**config.mk**
```make
export PLATFORM = sky130hd
export DESIGN_NAME = i2s_dac_tx
export DESIGN_NICKNAME = d
export VERILOG_FILES = /design/src/rtl/i2s_dac_tx.sv
export SDC_FILE = /design/constraint.sdc
export NUM_CORES = 1
export LEC_CHECK = 0
export CAP_MARGIN = 10
export CORE_MARGIN = 2
export CORE_UTILIZATION = 45
export DETAILED_ROUTE_END_ITERATION = 12
export GPL_TIMING_DRIVEN = 0
export PLACE_DENSITY = 0.68
export SYNTH_ARGS = -nofsm -noshare
export SYNTH_HDL_FRONTEND = slang
export SYNTH_SLANG_ARGS = --single-unit
```
**constraint.sdc**
```tcl
create_clock -name CLOCK_50 -period 3.4 [get_ports CLOCK_50]
set_input_delay 0.34 -clock CLOCK_50 [delete_from_list [all_inputs] [get_ports CLOCK_50]]
set_output_delay 0.34 -clock CLOCK_50 [all_outputs]
set_load 0.02 [all_outputs]
```
**src/rtl/i2s_dac_tx.sv**
```systemverilog
// I2S slave-mode DAC transmitter: oversamples codec BCLK/LRCK on CLOCK_50 and
// serialises a one-deep buffered stereo pair MSB first with the I2S one-bit delay.
module i2s_dac_tx #(
  parameter int DATA_W      = 16,
  parameter int SYNC_STAGES = 2
) (
  input  logic              CLOCK_50,
  input  logic              reset,
  input  logic              AUD_BCLK,
  input  logic              AUD_ADCLRCK,
  input  logic [DATA_W-1:0] in_left,
  input  logic [DATA_W-1:0] in_right,
  input  logic              in_valid,
  output logic              in_ready,
  output logic              AUD_DACLRCK,
  output logic              AUD_DACDAT,
  output logic              frame_start,
  output logic              underrun
);

  typedef enum logic [1:0] {WAIT_SYNC, LEFT, RIGHT} state_t;

  logic [SYNC_STAGES-1:0] bclk_sync_q, bclk_sync_d;
  logic [SYNC_STAGES-1:0] lrck_sync_q, lrck_sync_d;
  logic                   bclk_dly_q, bclk_dly_d;
  logic                   lrck_dly_q, lrck_dly_d;
  logic                   bclk_fall_q, bclk_fall_d;
  logic                   lrck_prev_q, lrck_prev_d;
  state_t                 state_q, state_d;
  logic [DATA_W-1:0]      shift_q, shift_d;
  logic [DATA_W-1:0]      right_pend_q, right_pend_d;
  logic [DATA_W-1:0]      hold_left_q, hold_left_d;
  logic [DATA_W-1:0]      hold_right_q, hold_right_d;
  logic                   full_q, full_d;
  logic                   dacdat_q, dacdat_d;
  logic                   frame_start_q, frame_start_d;
  logic                   underrun_q, underrun_d;
  logic                   lrck_chg, left_load, right_load;

  // Edge detection is registered, and LRCK is delayed by the same amount so both
  // pins, which the codec changes together, are judged at the same instant.
  always_comb begin
    bclk_sync_d = {bclk_sync_q[SYNC_STAGES-2:0], AUD_BCLK};
    lrck_sync_d = {lrck_sync_q[SYNC_STAGES-2:0], AUD_ADCLRCK};
    bclk_dly_d  = bclk_sync_q[SYNC_STAGES-1];
    lrck_dly_d  = lrck_sync_q[SYNC_STAGES-1];
    bclk_fall_d = bclk_dly_q & ~bclk_sync_q[SYNC_STAGES-1];
  end

  always_comb begin
    lrck_chg   = bclk_fall_q && (lrck_dly_q != lrck_prev_q);
    left_load  = lrck_chg && !lrck_dly_q;
    right_load = lrck_chg && lrck_dly_q && (state_q != WAIT_SYNC);

    state_d       = state_q;
    shift_d       = shift_q;
    right_pend_d  = right_pend_q;
    hold_left_d   = hold_left_q;
    hold_right_d  = hold_right_q;
    full_d        = full_q;
    dacdat_d      = dacdat_q;
    lrck_prev_d   = lrck_prev_q;
    frame_start_d = 1'b0;
    underrun_d    = 1'b0;

    if (bclk_fall_q) begin
      lrck_prev_d = lrck_dly_q;
      if (state_q == WAIT_SYNC) begin
        dacdat_d = 1'b0;
      end else begin
        dacdat_d = shift_q[DATA_W-1];
        shift_d  = shift_q << 1;
      end
      // Level decides the target channel, so a missed edge self-corrects.
      if (left_load) begin
        state_d       = LEFT;
        frame_start_d = 1'b1;
        if (full_q) begin
          shift_d      = hold_left_q;
          right_pend_d = hold_right_q;
          full_d       = 1'b0;
        end else begin
          shift_d      = '0;
          right_pend_d = '0;
          underrun_d   = 1'b1;
        end
      end else if (right_load) begin
        state_d = RIGHT;
        shift_d = right_pend_q;
      end
    end

    // Uses full_q: a same-cycle left load has already taken the old contents.
    if (in_valid && !full_q) begin
      hold_left_d  = in_left;
      hold_right_d = in_right;
      full_d       = 1'b1;
    end
  end

  always_ff @(posedge CLOCK_50) begin
    if (reset) begin
      bclk_sync_q   <= '0;
      lrck_sync_q   <= '0;
      bclk_dly_q    <= 1'b0;
      lrck_dly_q    <= 1'b0;
      bclk_fall_q   <= 1'b0;
      lrck_prev_q   <= 1'b0;
      state_q       <= WAIT_SYNC;
      shift_q       <= '0;
      right_pend_q  <= '0;
      hold_left_q   <= '0;
      hold_right_q  <= '0;
      full_q        <= 1'b0;
      dacdat_q      <= 1'b0;
      frame_start_q <= 1'b0;
      underrun_q    <= 1'b0;
    end else begin
      bclk_sync_q   <= bclk_sync_d;
      lrck_sync_q   <= lrck_sync_d;
      bclk_dly_q    <= bclk_dly_d;
      lrck_dly_q    <= lrck_dly_d;
      bclk_fall_q   <= bclk_fall_d;
      lrck_prev_q   <= lrck_prev_d;
      state_q       <= state_d;
      shift_q       <= shift_d;
      right_pend_q  <= right_pend_d;
      hold_left_q   <= hold_left_d;
      hold_right_q  <= hold_right_d;
      full_q        <= full_d;
      dacdat_q      <= dacdat_d;
      frame_start_q <= frame_start_d;
      underrun_q    <= underrun_d;
    end
  end

  assign in_ready    = ~full_q;
  assign AUD_DACLRCK = lrck_dly_q;
  assign AUD_DACDAT  = dacdat_q;
  assign frame_start = frame_start_q;
  assign underrun    = underrun_q;

endmodule

```
# Yosys cells after proc, flatten, opt, wreduce, memory -nomap -nowiden

Index checks and enable logic that the tools add are counted.

Bitwise gates (word level): 5
Reductions and logical operators: 18
Equality and inequality tests: 2
Muxes and demuxes: 13

Operators by type and width:

| operator           | count |
|---|---|
| $mux 16            | 5 |
| $reduce_and 2->1   | 4 |
| $reduce_bool 2->1  | 4 |
| $mux 1             | 6 |
| $logic_and 1x1->1  | 5 |
| $mux 2             | 2 |
| $not 1->1          | 4 |
| $ne 3x3->1 const B | 1 |
| $reduce_or 3->1    | 1 |
| $logic_not 1->1    | 2 |
| $logic_not 2->1    | 1 |
| $reduce_or 2->1    | 1 |
| $and 1x1->1        | 1 |
| $ne 1x1->1         | 1 |

Register bits: 78
Output and inout port bits: 5
Input bits: 37
Word-level logic and storage cells: 53

# Longest topological paths before layout

Depth in word-level cells: 6
Depth in mapped cells: 6
Mapped depth without buffers: 4

# Worst setup path after synthesis

OpenSTA, ideal clock, no wires.

Path kind: reg-to-reg
Start point: register lrck_dly_q, in the netlist AUD_DACLRCK
End point: register shift_q[9]
Arrival: 1.440 ns
Path buffers: 1
Stages on the path, launching flop included: 6
Path slack: 1.815 ns
Setup time: 0.145 ns
Path through: dfxtp_1 nand2_2 nor3_4 buf_8 mux2i_1 a311oi_2

Word-level cells in the longest chain between the ends: 6
Elaborated cells between the ends (all ways): 10
Classes of those cells: eq/ne (2); mux (2); reduce/logical (6)

Ends and longest elaborated chain:

| what                                                                | line | text |
|---|---|---|
| from (decl)                                                         | 26   | `logic lrck_dly_q, lrck_dly_d;` |
| from (signal assigned)                                              | 122  | `lrck_dly_q <= lrck_dly_d;` |
| $ne 1x1->1                                                          | 51   | `lrck_chg = bclk_fall_q && (lrck_dly_q != lrck_prev_q);` |
| $logic_and 1x1->1                                                   | 51   |  |
| $logic_and 1x1->1 (2 in series)                                     | 53   | `right_load = lrck_chg && lrck_dly_q && (state_q != WAIT_SYNC);` |
| $ne 3x3->1 (no source line) / $mux 16 (equally long branches)       | n/a  |  |
| $reduce_and 2->1 (no source line) / $mux 16 (equally long branches) | n/a  |  |
| to (signal assigned)                                                | 126  | `shift_q <= shift_d;` |
| to (decl)                                                           | 30   | `logic [DATA_W-1:0] shift_q, shift_d;` |

Parallel ways exist; a longest one is shown, timed or not.
A chain may end at the register's enable or synchronous reset.

# Worst setup path in the final report

Start point: register full_q
End point: output port in_ready

Word-level cells in the longest chain between the ends: 1

Ends and longest elaborated chain:

| what                   | line | text |
|---|---|---|
| from (decl)            | 34   | `logic full_q, full_d;` |
| from (signal assigned) | 130  | `full_q <= full_d;` |
| $not 1->1              | 137  | `assign in_ready = ~full_q;` |
| to (decl)              | 14   | `output logic in_ready,` |

Every way passes these cells.

==> flow_metrics.env <==
export IMPL_synth_cell_types=27
export IMPL_first_pass_iters=4
export IMPL_antenna_found_initial=0
export IMPL_cp_arrival_ps=1510
export IMPL_cp_end_kind="output port"
export IMPL_cap_viol_max_count=0
export IMPL_drive_above_1_share_pct=6.48
export IMPL_area_growth_pct=24.3
export IMPL_clk_path_buf_depth=2
export IMPL_finalWirelength_um=6470
export IMPL_place_area_um2=3440
export IMPL_die_w_um=84.9
export IMPL_finalCritPeriodShare_pct=54.4
export IMPL_synth_fp_nets=367
export IMPL_worst_pin_slew_ps=566
export IMPL_instances_no_fill=463
export IMPL_reg2reg_to="shift_q[13]"
export IMPL_grt_max_degree=14
export IMPL_drv_slew=0
export IMPL_status="completed"
export IMPL_yosys_register_bits=78
export IMPL_min_to="bclk_sync_q[0]"
export IMPL_ios=42
export IMPL_coreArea_um2=6350
export IMPL_cts_root_buffer="clkbuf_8"
export IMPL_critPathLaunchType="flop"
export IMPL_ys_seq_area_share_pct=53.0
export IMPL_wl_per_cell_um=14.0
export IMPL_insertedDiodeCount=0
export IMPL_reg2reg_setup_slack_ps=1630
export IMPL_first_iter_violations=156
export IMPL_grtUsageTotal_pct=19.5
export IMPL_clk_pin_slew_worst_paths_ps=70
export IMPL_finalSetupViolations=0
export IMPL_synthCells=330
export IMPL_cp_max_fo=4
export IMPL_slew_headroom_pct=62.3
export IMPL_nets=418
export IMPL_ys_warn_count=0
export IMPL_grt_pass1_vias=2314
export IMPL_hp_start="reset"
export IMPL_rr_startpoint="lrck_prev_q"
export IMPL_cts_tree="built"
export IMPL_final_area_um2=3660
export IMPL_die_height_um=84.9
export IMPL_postRouteAntennaNets=0
export IMPL_ctsHtreeMaxLevel=3
export IMPL_layout_common_cells="nand2_1, dfxtp_1, clkdlybuf4s50_1, a21oi_1, nor2_1"
export IMPL_grt_pass1_wl_um=11000
export IMPL_start_util_pct=46.4
export IMPL_nFillCells=584
export IMPL_rows=29
export IMPL_postCtsSetupBuffers=0
export IMPL_fin_skew_ps=7.88
export IMPL_path_class="flop to output port"
export IMPL_vias=2358
export IMPL_clk_latency_ps=340
export IMPL_netlist_area_um2=2950
export IMPL_cts_made_buffers=9
export IMPL_ctsResizeCount=0
export IMPL_critPathRequiredTime_ps=3060
export IMPL_die_area_um2=7210
export IMPL_dp_cells=447
export IMPL_port_buffers=40
export IMPL_clkSinkCount=78
export IMPL_leakage_nw=1.25
export IMPL_viasPerCell=5.09
export IMPL_remaining_drc_errors=0
export IMPL_fmax_ghz=0.541
export IMPL_postCtsHoldBufs=0
export IMPL_fin_tns_setup_ps=0
export IMPL_dp_final_hpwl_um=4680
export IMPL_layout_min_cycle_time_ps=1850
export IMPL_grt_ovfl_total=0
export IMPL_holdPathStages=2
export IMPL_finalHoldViolCount=0
export IMPL_ff2ff_path_depth=6
export IMPL_rsz0062_at_grt="false"
export IMPL_avgSynthCellArea_um2=8.93
export IMPL_place_congestion=0.775
export IMPL_final_common_cell="nand2_1"
export IMPL_hp_class="primary input to flop"
export IMPL_power_per_cell_area_nw_per_um2=496
export IMPL_irDropWorstVdd_mv=0.325
## worst max path at each step
stage                     start              end  slack, ps  depth (start not counted)
floorplan           AUD_DACLRCK       shift_q[9]       1820                          5
global placement       in_valid  hold_left_q[14]       1410                          6
detailed placement     in_valid  hold_left_q[14]       1360                          6
CTS                      full_q         in_ready       1540                          2
global route        bclk_fall_q      shift_q[13]       1440                          6
finish                   full_q         in_ready       1550                          2
## power by group
part / switching, W / leakage [nW] / internal [W]
Combinational: 0.0000663 / 0.509 / 0.0000628
Sequential: 0.0000160 / 0.635 / 0.000942
Clock: 0.000329 / 0.105 / 0.000400
## worst max-delay path, stage by stage, from the launching register on
cell	delay, ps
dfxtp_1	340
inv_1	190
clkdlybuf4s50_1	650
## area by class of cell
cell class                      count  area, µm²  share of cell area [%]
Sequential cell                    78       1560                    42.6
Multi-Input combinational cell    227       1280                    34.9
Timing Repair Buffer               40        400                    10.9
Clock buffer                       12        165                    4.51
Buffer                             24        105                    2.87
Tap cell                           77       96.3                    2.63
Clock inverter                      4       53.8                    1.47
Inverter                            1       3.75                   0.102
## flip-flops by register name, summed over array words and instances, names as in the netlist
signal and cells:
hold_left_q 16, hold_right_q 16, right_pend_q 16, shift_q 16, bclk_sync_q 2, lrck_sync_q 2
state_q 2, AUD_DACDAT 1, AUD_DACLRCK 1, bclk_dly_q 1, bclk_fall_q 1, frame_start 1
full_q 1, lrck_prev_q 1, underrun 1
## cell usage after synthesis (all sizes together)
cell,number,share of area [%]
buf,5,1.1
or2b,1,0.25
nand3b,1,0.25
a311oi,15,4.7
nor2b,8,1.7
mux2i,15,5.1
nor2,21,2.9
clkbuf,19,2.4
nor3b,1,0.25
a21oi,37,6.3
inv,1,0.13
dfxtp,78,53
nand2,85,11
o211ai,1,0.25
a21boi,1,0.25
a22o,16,4.8
and2,15,3.2
nor3,3,1.1
a31oi,2,0.42
nand2b,5,1.1
## stage by stage
step	setup slack, ps	utilization [%]	power [W]	hold WS (ps)
6_report	1550	57.7	0.00182	405
5_1_grt	1440	57.7	0.00190	417
4_1_cts	1540	57.7	0.00184	399
3_5_place_dp	1360	54.2	0.00111	406
3_3_place_gp	1410	54.2	0.00111	419
2_1_floorplan	1820	-	0.00104	388
## cell families (layout without fill, tap and decap cells)
logic type / count (synthesis) / in the layout / synth area share (%)
flops: 78 / 78 / 53.0
mux: 15 / 15 / 5.09
buf+inv: 25 / 81 / 3.69
compound gates: 72 / 72 / 16.6
simple gates: 140 / 140 / 21.6
## layer usage
metal / up-vias / share of wire, % / GRT usage [%]
met4: 0 / 0.94 / 5.77
met5: - / 0 / 0
met3: 5 / 6.2 / 6.81
met1: 1071 / 47 / 25.8
li1: 1216 / - / -
met2: 66 / 46 / 30.4
(Power assumes the default switching activity.)
